`src/rtl/uart_tx_feeder.sv`:
```
// Byte FIFO plus write sequencer feeding a UART transmitter, paced on Tx_BUSY.
// Define UART_TX_FEEDER_OVF_FLAG_EN to build the sticky overflow flag.
module uart_tx_feeder #(
    parameter int DEPTH       = 8,
    parameter int ADDR_W      = 3,
    parameter int ACK_TIMEOUT = 16
) (
    input  logic              clk,
    input  logic              reset,
    input  logic [7:0]        wr_data,
    input  logic              wr_en,
    input  logic              tx_enable,
    output logic              full,
    output logic              empty,
    output logic [ADDR_W:0]   count,
    output logic              ack_err,
    output logic              overflow,
    output logic [7:0]        Tx_DATA,
    output logic              Tx_WR,
    output logic              Tx_EN,
    input  logic              Tx_BUSY
);
    localparam int TMR_W = $clog2(ACK_TIMEOUT + 1);
    localparam logic [TMR_W-1:0] TMR_LAST = TMR_W'(ACK_TIMEOUT - 1);

    typedef enum logic [1:0] {IDLE, LOAD, WAIT_BUSY, WAIT_DONE} state_t;

    state_t            state;
    logic [7:0]        mem [DEPTH];
    logic [ADDR_W-1:0] wr_ptr, rd_ptr;
    logic [TMR_W-1:0]  timer;
    logic              push, pop;

    assign full  = (count == (ADDR_W+1)'(DEPTH));
    assign empty = (count == '0);
    assign Tx_EN = tx_enable;
    assign push  = wr_en && !full;
    assign pop   = (state == IDLE) && !empty && tx_enable && !Tx_BUSY;

    always_ff @(posedge clk) begin
        if (push)
            mem[wr_ptr] <= wr_data;
    end

    always_ff @(posedge clk or negedge reset) begin
        if (!reset) begin
            wr_ptr <= '0;
            rd_ptr <= '0;
            count  <= '0;
        end else begin
            if (push) wr_ptr <= wr_ptr + 1'b1;
            if (pop)  rd_ptr <= rd_ptr + 1'b1;
            unique case ({push, pop})
                2'b10:   count <= count + 1'b1;
                2'b01:   count <= count - 1'b1;
                default: ;
            endcase
        end
    end

    // A byte whose write is never acknowledged is dropped after the timeout.
    always_ff @(posedge clk or negedge reset) begin
        if (!reset) begin
            state   <= IDLE;
            Tx_DATA <= 8'h00;
            Tx_WR   <= 1'b0;
            timer   <= '0;
            ack_err <= 1'b0;
        end else begin
            ack_err <= 1'b0;
            unique case (state)
                IDLE: begin
                    if (pop) begin
                        Tx_DATA <= mem[rd_ptr];
                        Tx_WR   <= 1'b1;
                        state   <= LOAD;
                    end
                end
                LOAD: begin
                    Tx_WR <= 1'b0;
                    timer <= '0;
                    state <= WAIT_BUSY;
                end
                WAIT_BUSY: begin
                    if (Tx_BUSY) begin
                        state <= WAIT_DONE;
                    end else if (timer == TMR_LAST) begin
                        ack_err <= 1'b1;
                        state   <= IDLE;
                    end else begin
                        timer <= timer + 1'b1;
                    end
                end
                WAIT_DONE: begin
                    if (!Tx_BUSY) state <= IDLE;
                end
                default: state <= IDLE;
            endcase
        end
    end

`ifdef UART_TX_FEEDER_OVF_FLAG_EN
    always_ff @(posedge clk or negedge reset) begin
        if (!reset)
            overflow <= 1'b0;
        else if (wr_en && full)
            overflow <= 1'b1;
    end
`else
    assign overflow = 1'b0;
`endif

endmodule

```
`config.mk`:
```
export PLATFORM = sky130hd
export DESIGN_NAME = uart_tx_feeder
export DESIGN_NICKNAME = d
export VERILOG_FILES = /design/src/rtl/uart_tx_feeder.sv
export SDC_FILE = /design/constraint.sdc
export NUM_CORES = 1
export LEC_CHECK = 0
export BUFFER_PORTS_ARGS = -buffer_cell sky130_fd_sc_hd__buf_2
export CORE_UTILIZATION = 31
export DETAILED_ROUTE_END_ITERATION = 6
export SLEW_MARGIN = 10
export SYNTH_ARGS = -nofsm -noshare
export SYNTH_HDL_FRONTEND = slang
export SYNTH_SLANG_ARGS = --single-unit
export TNS_END_PERCENT = 5
```
`constraint.sdc`:
```
create_clock -name clk -period 6.1 [get_ports clk]
set_input_delay 1.22 -clock clk [delete_from_list [all_inputs] [get_ports clk]]
set_output_delay 1.22 -clock clk [all_outputs]
set_load 0.005 [all_outputs]
```
==> metrics.md <==
| Metric | Value |
|---|---|
| Max Root-Sink Buffers | `2` |
| GRT overflow | `0` |
| Hold Buf Count CTS | `0` |
| CP max FO | `20` |
| First-pass iteration count of the detailed router | `4` |
| Vias in the first global route | `roughly 2,000` |
| Nets@finish | `293` |
| Critical path class | `in2reg` |
| CTS clk-pin slew, worst paths | `roughly 0.07 ns` |
| Worst-Skew Late Latency | `~0.34 ns` |
| Unrepaired setup endpoints after global routing | `false` |
| Pwr/cell area | `approximately 440 nW/um2` |
| Share of cells above drive strength 1 | `between 20% and 30%` |
| Synth warn | `0` |
| Synthesized Nets | `264` |
| Crit. End Element | `register` |
| Most frequent cells in the layout | `edfxtp_1, nand2_1, buf_2, dfrtp_1, o21ai_0` |
| Vias per cell | `about 4.6` |
| WHS Endpoint | `Tx_DATA[0]` |
| Status | `finished clean` |
| CP Data Required Time | `between 6 and 7 ns` |
| H-tree depth | `3` |
| Slew @ Worst Pin | `slightly above 1 ns` |
| Fin. Hold Viols | `0` |
| Slew Viols, Final | `0` |
| DRC Markers | `0` |
| Largest net degree at the start of global routing | `28` |
| Ant. Diodes | `0` |
| Max-cap viol count | `0` |
| Tcrit/Tclk final | `58.0%` |
| Total CTS buffers | `9` |
| Drt wl/cell | `between 15 and 20 um` |
| Synth Area per Inst | `~16 um2` |
| Fin Setup TNS | `0 ns` |
| Die area | `~13,000 um2` |
| Seq/Total Area, Yosys | `67.6%` |
| FF-to-FF Start | `count[0]` |
| P_leak | `~1.7 nW` |
| # resized after CTS | `0` |
| Setup bufs post-CTS | `0` |
| Critical path arrival | `roughly 3.8 ns` |
| FF+latch count, synth | `91` |
| Fin crit period | `roughly 3.5 ns` |
| R2R Setup Slk | `around 3 ns` |
| Root Driver | `clkbuf_16` |
| Post-synth EDFFs | `64` |
| CTS tree | `done` |
| Fin Hold WS | `between 0.4 and 0.5 ns` |
| Post-Synthesis Cell Area | `~3800 um2` |
| Worst VDD drop | `roughly 0.15 mV` |
| Rows | `40` |
| Die Ht | `113 um` |
| Routability cong. | `~0.75` |
| # port buffers | `29` |
| Number of routed nets with antenna violations | `0` |
| Rel. slew slack | `between 30% and 40%` |
| Initial DRC count | `slightly above 90` |
| Routed vias | `slightly above 2,000` |
| Worst R2R Path Depth | `8` |
| Worst min-delay path class | `reg2reg` |
| Initial antenna violation count | `0` |
| Post-Route Utilization | `a little over a third` |
| DPL Wire Length | `roughly 4400 um` |
| Clock Skews | `0.00915 ns` |
| GRT Util Overall | `a little under an eighth` |
| Yosys cell types | `between 40 and 50` |
| Initial Util | `31.9%` |
| Worst slack at placement | `about 2.2 ns` |
| Achievable Freq | `approximately 280 MHz` |
| Asr flop ratio synth | `between 20 and 30%` |
| Final wirelength | `between 6000 and 7000 um` |
| Reg2reg end | `count[3]` |
| Setup WS post-layout | `about 2.6 ns` |
| Sinks on Clock Net | `just over 90` |
| Mapped Cells | `around 240` |
| Fill cell count | `1,133` |
| Min-delay src | `Tx_DATA[0]` |
| First-pass GRT wire length | `~11,000 um` |
| Most common flop cell mapped by yosys | `edfxtp_1` |
| DIE WIDTH | `113 um` |
| Leading cell type in the layout, fill and taps excluded | `edfxtp_1` |
| Worst setup SP type | `primary input` |
| P&R area growth vs syn | `14.9%` |
| Core area | `approximately 12,000 um2` |
| Hold path cells | `2` |
| Setup Viol. Count Final | `0` |
| IO Count | `31` |
per-layer routing:
| layer | wire (um) | global-route usage (%) | vias to the layer above | part of all wire (%) |
|---|---|---|---|---|
| met5 | 0 | 0 | - | 0 |
| met4 | 104 | 4.74 | 0 | 1.5 |
| met3 | 282 | 3.29 | 8 | 4.2 |
| met2 | 3160 | 18.4 | 38 | 47 |
| met1 | 3180 | 14.7 | 1011 | 47 |
| li1 | - | - | 971 | - |
synthesized netlist by cell type, types with 3 or more instances:
library cell   n  area (um2)
nand2b_1       6        37.5
clkbuf_1       3        11.3
nand2_1       30         113
mux2i_1       11         110
edfxtp_1      64        1920
xnor2_1        4        35.0
mux4_1         7         184
buf_6          3        33.8
o21ai_0       14        70.1
mux4_2         9         203
nor2_1         9        33.8
dfrtp_1       27         676
inv_1          9        33.8
nor3_1         6        30.0
ha_1           7        87.6
power breakdown:
part | internal, W | total (W) | switching (W) | leakage (nW)
clock network | 0.000288 | 0.000545 | 0.000257 | 0.146
registers | 0.000803 | 0.000964 | 0.000161 | 0.921
logic | 0.000243 | 0.000456 | 0.000213 | 0.602
registers in the layout, summed over array words and instances, names as in the netlist:
| register | count |
|---|---|
| wr_ptr | 3 |
| state | 2 |
| Tx_DATA | 8 |
| rd_ptr | 3 |
| Tx_WR | 1 |
| timer | 5 |
| count | 4 |
| ack_err | 1 |
| mem | 64 |
worst max-delay path, cell delays in order:
cell	delay, ns
buf_2	0.14
nor2_1	0.12
nand4bb_1	0.64
inv_1	0.35
ha_1	0.34
ha_1	0.28
a21oi_1	0.23
o21ai_0	0.14
o311ai_0	0.31
cell type report:
cell class                 instances  area (um2)  area share (%)
inverter                           9        33.8           0.765
clock buffer                       9         225            5.10
multi-input combinational        131        1120            25.5
sequential                        91        2600            58.8
clock inverter                     7        73.8            1.67
tap                              168         210            4.76
timing repair buffer              30         153            3.46
logic make-up after synthesis:
| family | Yosys count | synth area share, % |
|---|---|---|
| AND/OR/NAND/NOR | 63 | 8.01 |
| other | 1 | 0.0975 |
| multiplexers | 27 | 12.9 |
| flip-flops | 91 | 67.6 |
| AO/OA/AOI/OAI | 27 | 4.17 |
| XOR/XNOR | 5 | 1.14 |
| buffers and inverters | 21 | 3.32 |
| adder cells (fa/ha/maj) | 8 | 2.80 |
stage by stage:
stage               total power (W)  cells  instance area, um2
floorplan                   0.00129    243                3840
global placement            0.00143    429                4120
detailed placement          0.00145    429                4120
CTS                         0.00199    445                4420
global route                0.00208    445                4420
finish                      0.00197    445                4420
worst max path at each step:
stage	from	endpoint	slack, ns	cells past startpoint
global placement	Tx_BUSY	count[3]	2.34	9
finish	Tx_BUSY	count[3]	2.56	9
floorplan	wr_en	count[3]	3.25	7
CTS	Tx_BUSY	count[3]	2.55	9
global route	Tx_BUSY	count[3]	2.19	9
detailed placement	Tx_BUSY	count[3]	2.18	9
(Power assumes the default switching activity.)
